<file path="src/rtl/sr_arb_pkg.sv">
// Shared types and op encodings for the SR flag arbiter.
package sr_arb_pkg;

  typedef enum logic [1:0] {
    IDLE  = 2'd0,
    APPLY = 2'd1,
    ACK   = 2'd2
  } state_e;

  // {S,R} encodings
  localparam logic [1:0] OP_NOP = 2'b00;
  localparam logic [1:0] OP_CLR = 2'b01;
  localparam logic [1:0] OP_SET = 2'b10;
  localparam logic [1:0] OP_ILL = 2'b11;

endpackage

</file>
<file path="src/rtl/sr_flag_bank.sv">
// Bank of clocked SR flag cells; S=R=1 resolves to Q=0.
module sr_flag_bank
  import sr_arb_pkg::*;
#(
  parameter int NUM_FLAGS = 8
) (
  input  logic                 clk,
  input  logic                 rst,
  input  logic [NUM_FLAGS-1:0] s,
  input  logic [NUM_FLAGS-1:0] r,
  output logic [NUM_FLAGS-1:0] q
);

  // per-cell SR update
  always_ff @(posedge clk) begin
    if (rst) begin
      q <= '0;
    end else begin
      for (int i = 0; i < NUM_FLAGS; i++) begin
        case ({s[i], r[i]})
          OP_SET:  q[i] <= 1'b1;
          OP_CLR:  q[i] <= 1'b0;
          OP_ILL:  q[i] <= 1'b0;
          default: q[i] <= q[i];
        endcase
      end
    end
  end

endmodule

</file>
<file path="src/rtl/sr_flag_arbiter.sv">
// Arbitrates set/clear requests onto an SR flag bank via IDLE/APPLY/ACK.
// Define SR_ARB_FIXED_PRIO_EN for fixed priority instead of round-robin.
module sr_flag_arbiter
  import sr_arb_pkg::*;
#(
  parameter int  NUM_REQ   = 4,
  parameter int  NUM_FLAGS = 8,
  localparam int IDX_W     = $clog2(NUM_FLAGS)
) (
  input  logic                     clk,
  input  logic                     rst,
  input  logic [NUM_REQ-1:0]       req,
  input  logic [2*NUM_REQ-1:0]     req_op,
  input  logic [IDX_W*NUM_REQ-1:0] req_idx,
  output logic [NUM_REQ-1:0]       gnt,
  output logic [NUM_FLAGS-1:0]     flags,
  output logic                     busy,
  output logic                     err
);

  localparam int RW = $clog2(NUM_REQ);

  state_e               state_r;
  logic [RW-1:0]        win_id_r;
  logic [1:0]           win_op_r;
  logic [IDX_W-1:0]     win_idx_r;
  logic [NUM_REQ-1:0]   gnt_r;
  logic                 err_r;
  logic                 busy_r;
  logic [RW-1:0]        start_s;
  logic [RW-1:0]        pick_s;
  logic                 found_s;
  logic                 oor_s;
  logic [NUM_FLAGS-1:0] s_s;
  logic [NUM_FLAGS-1:0] r_s;
  logic [1:0]           op_a  [NUM_REQ];
  logic [IDX_W-1:0]     idx_a [NUM_REQ];

  for (genvar g = 0; g < NUM_REQ; g++) begin : g_unpack
    assign op_a[g]  = req_op[2*g +: 2];
    assign idx_a[g] = req_idx[IDX_W*g +: IDX_W];
  end

`ifdef SR_ARB_FIXED_PRIO_EN
  assign start_s = '0;
`else
  logic [RW-1:0] rr_ptr_r;
  assign start_s = rr_ptr_r;

  // advance the round-robin pointer past the requester just served
  always_ff @(posedge clk) begin
    if (rst) begin
      rr_ptr_r <= '0;
    end else if (state_r == ACK) begin
      rr_ptr_r <= (win_id_r == RW'(NUM_REQ - 1)) ? '0 : win_id_r + RW'(1);
    end else begin
      rr_ptr_r <= rr_ptr_r;
    end
  end
`endif

  // first requesting index at or after start_s, wrapping
  always_comb begin
    int cand_v;
    found_s = 1'b0;
    pick_s  = '0;
    cand_v  = 0;
    for (int i = 0; i < NUM_REQ; i++) begin
      cand_v = int'(start_s) + i;
      if (cand_v >= NUM_REQ) begin
        cand_v = cand_v - NUM_REQ;
      end else begin
        cand_v = cand_v;
      end
      if (!found_s && req[cand_v[RW-1:0]]) begin
        found_s = 1'b1;
        pick_s  = cand_v[RW-1:0];
      end else begin
        found_s = found_s;
      end
    end
  end

  assign oor_s = (int'(win_idx_r) >= NUM_FLAGS);

  // only the addressed cell sees the op, and only in APPLY
  always_comb begin
    s_s = '0;
    r_s = '0;
    if ((state_r == APPLY) && !oor_s) begin
      s_s[win_idx_r] = win_op_r[1];
      r_s[win_idx_r] = win_op_r[0];
    end else begin
      s_s = '0;
      r_s = '0;
    end
  end

  // sequencing FSM with registered gnt/err/busy
  always_ff @(posedge clk) begin
    if (rst) begin
      state_r   <= IDLE;
      win_id_r  <= '0;
      win_op_r  <= OP_NOP;
      win_idx_r <= '0;
      gnt_r     <= '0;
      err_r     <= 1'b0;
      busy_r    <= 1'b0;
    end else begin
      case (state_r)
        IDLE: begin
          gnt_r <= '0;
          err_r <= 1'b0;
          if (found_s) begin
            win_id_r  <= pick_s;
            win_op_r  <= op_a[pick_s];
            win_idx_r <= idx_a[pick_s];
            busy_r    <= 1'b1;
            state_r   <= APPLY;
          end else begin
            busy_r  <= 1'b0;
            state_r <= IDLE;
          end
        end
        APPLY: begin
          gnt_r   <= NUM_REQ'(1) << win_id_r;
          err_r   <= (win_op_r == OP_ILL) || oor_s;
          busy_r  <= 1'b1;
          state_r <= ACK;
        end
        ACK: begin
          gnt_r   <= '0;
          err_r   <= 1'b0;
          busy_r  <= 1'b0;
          state_r <= IDLE;
        end
        default: begin
          gnt_r   <= '0;
          err_r   <= 1'b0;
          busy_r  <= 1'b0;
          state_r <= IDLE;
        end
      endcase
    end
  end

  sr_flag_bank #(
    .NUM_FLAGS(NUM_FLAGS)
  ) u_bank (
    .clk(clk),
    .rst(rst),
    .s  (s_s),
    .r  (r_s),
    .q  (flags)
  );

  assign gnt  = gnt_r;
  assign err  = err_r;
  assign busy = busy_r;

endmodule

</file>
<file path="config.mk">
export PLATFORM = sky130hd
export DESIGN_NAME = sr_flag_arbiter
export DESIGN_NICKNAME = d
export VERILOG_FILES = /design/src/rtl/sr_arb_pkg.sv /design/src/rtl/sr_flag_bank.sv /design/src/rtl/sr_flag_arbiter.sv
export SDC_FILE = /design/constraint.sdc
export NUM_CORES = 1
export LEC_CHECK = 0
export CORE_MARGIN = 8
export CORE_UTILIZATION = 47
export DETAILED_ROUTE_END_ITERATION = 6
export PLACE_DENSITY = 0.85
export SKIP_LAST_GASP = 1
export SLEW_MARGIN = 40
export SYNTH_ARGS = -nofsm -noshare
export SYNTH_HDL_FRONTEND = slang
export SYNTH_SLANG_ARGS = --single-unit
</file>
<file path="constraint.sdc">
create_clock -name clk -period 2.8 [get_ports clk]
set_input_delay 0.56 -clock clk [delete_from_list [all_inputs] [get_ports clk]]
set_output_delay 0.56 -clock clk [all_outputs]
set_load 0.02 [all_outputs]
</file>
==> flow_metrics.env, run 1 <==
export IMPL_clock_sinks=25
export IMPL_grt_antenna_before_repair=0
export IMPL_holdBufCountCts=0
export IMPL_vias=1017
export IMPL_dp_hpwl_um=2260
export IMPL_ir_drop_mv=0.315
export IMPL_ys_seq_area_frac=0.452
export IMPL_cts_resized=0
export IMPL_ant_nets=0
export IMPL_synth_ff_latch_count=25
export IMPL_clock_skew_ps=11.0
export IMPL_rsz0062_at_grt="no"
export IMPL_area_growth_pct=40.2
export IMPL_drt_iter0_drc=36
export IMPL_ys_types=29
export IMPL_hp_class="flop to flop"
export IMPL_synthesis_nets=139
export IMPL_vias_per_cell=5.62
export IMPL_slew_headroom=0.551
export IMPL_arrival_ps=2110
export IMPL_num_rows=17
export IMPL_cts_tree="yes"
export IMPL_cp_num_cells=6
export IMPL_path_class="primary input to flop"
export IMPL_synth_cell_area_sq_mm=0.00111
export IMPL_slew_violations=0
export IMPL_ys_flop_type="dfxtp_1"
export IMPL_clockBufferDepth=2
export IMPL_status="finished clean"
export IMPL_dp_slack_ps=549
export IMPL_cap_violations=0
export IMPL_core_area_sq_mm=0.00221
export IMPL_endpoint_kind="flop"
export IMPL_fin_ws_ps=901
export IMPL_grt_total_usage=0.137
export IMPL_synth_avg_cell_area_sq_um=9.88
export IMPL_final_area_sq_mm=0.00155
export IMPL_wl_um=2830
export IMPL_portBuffers=39
export IMPL_cpPeakStageDelay_ps=520
export IMPL_fillers=199
export IMPL_ys_warn_count=0
export IMPL_seq_area_sq_um=500
export IMPL_p_leak_uw=0.000574
export IMPL_cts_setup_buffers=0
export IMPL_worst_r2r_path_depth=6
export IMPL_fin_crit_sh=0.678
export IMPL_antennaDiodeCount=0
export IMPL_max_freq_mhz=527
export IMPL_synth_area_leader_cell="dfxtp_1"
export IMPL_multi_input_area_sq_um=572
export IMPL_setup_viol=0
export IMPL_fin_setup_tns_ps=0
export IMPL_synth_area_leaders="dfxtp_1 (45%), mux2i_1 (11%), a21oi_1 (4.5%)"
export IMPL_hold_viol_final=0
export IMPL_cp_max_fo=5
export IMPL_gp_congestion=0.853
export IMPL_crit_path_top_delay_cell="clkdlybuf4s50_1"
export IMPL_initial_core_util=0.500
export IMPL_clk_latency_ps=320
export IMPL_hold_path_cell_count=1
export IMPL_syn_instance_count=112
export IMPL_die_area_sq_mm=0.00416
export IMPL_yosys_top_cells_count="dfxtp_1 (25), mux2i_1 (12), nor2_1 (11), a21oi_1 (10), a211oi_1 (6)"
export IMPL_reg2reg_slack_ps=1320
export IMPL_gr_total_overflow=0
export IMPL_synthArstFlopShare=0
export IMPL_crit_buf_inv=2
export IMPL_dpl_instance_area_sq_mm=0.00152
export IMPL_drive_gt1_frac=0.0719
export IMPL_yosysTopAreaCellShare=0.452
export IMPL_startpoint_type="primary input"
export IMPL_grt_pass1_wl_um=4650
export IMPL_grt_max_degree=21
export IMPL_clk_pin_slew_ps=150
export IMPL_synth_most_common_cell="dfxtp_1"
export IMPL_root_buffer="clkbuf_4"
export IMPL_final_nets=181
export IMPL_cts_htree_levels=1
export IMPL_cts_made_buffers=3
export IMPL_path_cells="clkdlybuf4s50_1 > inv_1 > a22o_1 > a221oi_2 > nand2b_2 > o221ai_1"
export IMPL_worst_slew_pin_slew_ps=672
export IMPL_dieHeight_um=64.5
export IMPL_dr_pass1_iters=4
export IMPL_worst_ep_required_time_ps=3010
export IMPL_ios=40
export IMPL_power_density_mw_per_mm2=464
export IMPL_die_w_um=64.5
export IMPL_timing_final_crit_period_ps=1900
export IMPL_synth_edff_count=0
export IMPL_drc_errors=0
export IMPL_cp_top_family="compound AO/OA/AOI/OAI gates"
export IMPL_wl_per_cell_um=15.6
export IMPL_grt_pass1_vias=1035
## kinds of logic (layout without fill, tap and decap cells)
| group | Yosys count | count (layout) | synth area share |
|---|---|---|---|
| AOI/OAI and AO/OA | 32 | 32 | 0.223 |
| DFF | 25 | 25 | 0.452 |
| buffers and inverters | 7 | 48 | 0.0305 |
| muxes | 12 | 12 | 0.109 |
| adders and majority gates | 1 | 1 | 0.0113 |
| and+or+nand+nor | 35 | 35 | 0.174 |
## where the power goes
| group | total [uW] | leakage, uW | switching, uW | internal (uW) |
|---|---|---|---|---|
| combinational | 154 | 0.000357 | 74.9 | 79.2 |
| sequential | 397 | 0.000204 | 20.7 | 377 |
| clock | 168 | 0.0000139 | 114 | 54.6 |
| total | 720 | 0.000574 | 209 | 510 |
## placed cells by master, fill, tap and decap left out, drive strengths merged, types with 5 or more instances in the layout
master         netlist  final
clkdlybuf4s50        0     39
dfxtp               25     25
mux2i               12     12
nor2                12     12
a21oi               11     11
a211oi               6      6
nand3b               5      5
o221ai               5      5
## cell type report
type,count,share of cell area
sequential,25,0.323
clock buffer,3,0.0145
multi-input combinational,80,0.369
tap,28,0.0226
inverter,4,0.00969
timing repair buffer,40,0.257
clock inverter,1,0.00484
## worst reg2reg max path, stage by stage, from the launching register on
cell and delay, ps:
dfxtp_1 380, a21oi_1 140, o21ai_1 90, a21oi_2 140, buf_4 220, mux2i_1 250
o221ai_1 150
## state kept, by name, summed over array words and instances, names as in the netlist
signal     cells
u_bank.q       8
gnt            4
win_idx_r      3
rr_ptr_r       2
state_r        2
win_id_r       2
win_op_r       2
busy           1
err            1
## routing by layer
layer  vias to the layer above  global-route usage  routed length, um
met5                         -                   0                  0
met4                         0              0.0599                 62
met3                         6              0.0326                141
met2                        32               0.232               1420
met1                       479               0.159               1200
li1                        500                   -                  -
## through the flow
step            util  total power (uW)  cells  hold slack (ps)
4_1_cts        0.701               718    181              529
5_1_grt        0.701               755    181              557
3_3_place_gp   0.687               550    177              485
6_report       0.701               720    181              530
2_1_floorplan      -               488    112              456
3_5_place_dp   0.687               557    177              499
## final timing paths
check,to,startpoint
setup / recovery,win_idx_r[0],req[3]
hold / removal,gnt[2],win_id_r[0]
setup reg to reg,win_idx_r[0],rr_ptr_r[1]
hold reg to reg,gnt[2],win_id_r[0]
(Power assumes the default switching activity.)
==> inputs of run 2 (changes only) <==
Settings changed: CORE_UTILIZATION 47 to 39, PLACE_DENSITY 0.85 to 0.75.
Clock period 2.8 ns to 1.69 ns, I/O delays scaled along.
==> flow_metrics.env, run 2 (synthesis results as in run 1) <==
export IMPL_gr_total_overflow=0
export IMPL_antennaDiodeCount=0
export IMPL_path_class="flop to output pin"
export IMPL_die_w_um=69.3
export IMPL_p_leak_uw=0.000681
export IMPL_timing_final_crit_period_ps=1630
export IMPL_cpPeakStageDelay_ps=610
export IMPL_final_cell_mix="clkdlybuf4s50_1 (35), dfxtp_1 (25), mux2i_1 (12)"
export IMPL_wl_per_cell_um=14.2
export IMPL_slew_headroom=0.730
export IMPL_p_sw_frac=0.279
export IMPL_dieHeight_um=69.3
export IMPL_ios=40
export IMPL_status="finished clean"
export IMPL_grt_pass1_wl_um=4620
export IMPL_drt_iter0_drc=55
export IMPL_fin_util=0.596
export IMPL_combPwrFrac=0.229
export IMPL_cp_top_family="buffers and inverters"
export IMPL_layout_commonest_cell="clkdlybuf4s50_1"
export IMPL_initial_core_util=0.405
export IMPL_layout_cells_non_filler=191
export IMPL_clock_sinks=25
export IMPL_dr_pass1_iters=4
export IMPL_fin_crit_sh=0.967
export IMPL_grt_max_degree=15
export IMPL_cap_violations=0
export IMPL_clk_pin_slew_ps=140
export IMPL_final_nets=188
export IMPL_power_density_mw_per_mm2=735
export IMPL_startpoint_type="flop"
export IMPL_vias_per_cell=5.35
export IMPL_largest_register_ffs=8
export IMPL_clk_latency_ps=320
export IMPL_cp_max_fo=2
export IMPL_p_sw_uw=335
export IMPL_rsz0062_at_grt="no"
export IMPL_vias=1021
export IMPL_crit_path_top_delay_cell="clkdlybuf4s50_1"
export IMPL_root_buffer="clkbuf_4"
export IMPL_post_place_cells=187
export IMPL_internal_power_uw=863
export IMPL_area_growth_pct=47.4
export IMPL_portBuffers=39
export IMPL_hp_class="flop to flop"
export IMPL_regMostFlops="u_bank.q"
export IMPL_arrival_ps=1300
export IMPL_dpl_instance_area_sq_mm=0.00159
export IMPL_clock_skew_ps=13.0
export IMPL_path_cells="clkdlybuf4s50_1"
export IMPL_total_power_uw=1200
export IMPL_holdBufCountCts=0
export IMPL_max_freq_mhz=612
export IMPL_endpoint_kind="output pin"
export IMPL_drc_errors=0
export IMPL_ir_drop_mv=0.603
export IMPL_power_frac_seq=0.551
export IMPL_fillers=242
export IMPL_grt_pass1_vias=1036
export IMPL_hold_viol_final=0
export IMPL_setup_viol=0
export IMPL_crit_buf_inv=1
export IMPL_grt_total_usage=0.112
export IMPL_wl_um=2720
export IMPL_clock_power_share=0.221
export IMPL_drive_gt1_frac=0.119
export IMPL_clockBufferDepth=2
export IMPL_worst_slew_pin_slew_ps=403
export IMPL_num_rows=19
export IMPL_grt_antenna_before_repair=0
export IMPL_core_area_sq_mm=0.00273
export IMPL_worst_ep_required_time_ps=1350
export IMPL_cts_htree_levels=1
export IMPL_final_area_sq_mm=0.00163
export IMPL_gp_congestion=0.733
export IMPL_cts_made_buffers=3
export IMPL_dp_hpwl_um=2220
export IMPL_ant_nets=0
export IMPL_slew_violations=0
export IMPL_cts_tree="yes"
export IMPL_cts_setup_buffers=0
export IMPL_die_area_sq_mm=0.00480
## run 2: repair_timing
| action | CTS | global route |
|---|---|---|
| endpoints found under the setup margin | 0 | 6 |
| gates resized for setup | 0 | 5 |
| endpoints found under the hold margin | 0 | 0 |
## run 2: power groups by stage
| stage | clock network (uW) | registers, uW | logic (uW) |
|---|---|---|---|
| floorplan | 0 | 673 | 136 |
| global placement | 0 | 670 | 265 |
| detailed placement | 0 | 672 | 274 |
| CTS | 266 | 659 | 276 |
| global route | 297 | 664 | 298 |
| finish | 264 | 660 | 274 |
## run 2: layer usage
layer  share of wire  GRT usage  vias up  routed length (um)
li1                -          -      512                   -
met1            0.47      0.135      468                1280
met2            0.45      0.170       37                1220
met3           0.068     0.0472        4                 185
met4           0.013     0.0456        0                  34
met5               0          0        -                   0
## run 2: final cells by class
cell class / count / area (sq um) / area share
repair buffers: 47 / 473 / 0.290
flip-flops and latches: 25 / 500 / 0.307
clock buffers: 3 / 22.5 / 0.0138
clock inverters: 1 / 5.00 / 0.00307
inverters: 4 / 15.0 / 0.00921
well taps: 31 / 38.8 / 0.0238
multi-input cells: 80 / 576 / 0.353
## run 2: through the flow
step                setup WS, ps  TNS [ps]  hold WS, ps
global placement            -214     -1150          486
detailed placement          -275     -1540          511
floorplan                    380         0          428
CTS                         50.7         0          522
global route               0.373         0          545
finish                      55.8         0          517
## run 2: final timing paths
kind                    start           to  slack, ps  cells after the start
hold / removal    win_id_r[1]       gnt[2]        520                      2
setup reg to reg  rr_ptr_r[0]  win_op_r[0]        240                      5
hold reg to reg   win_id_r[1]       gnt[2]        520                      2
setup / recovery  u_bank.q[7]     flags[7]         60                      1
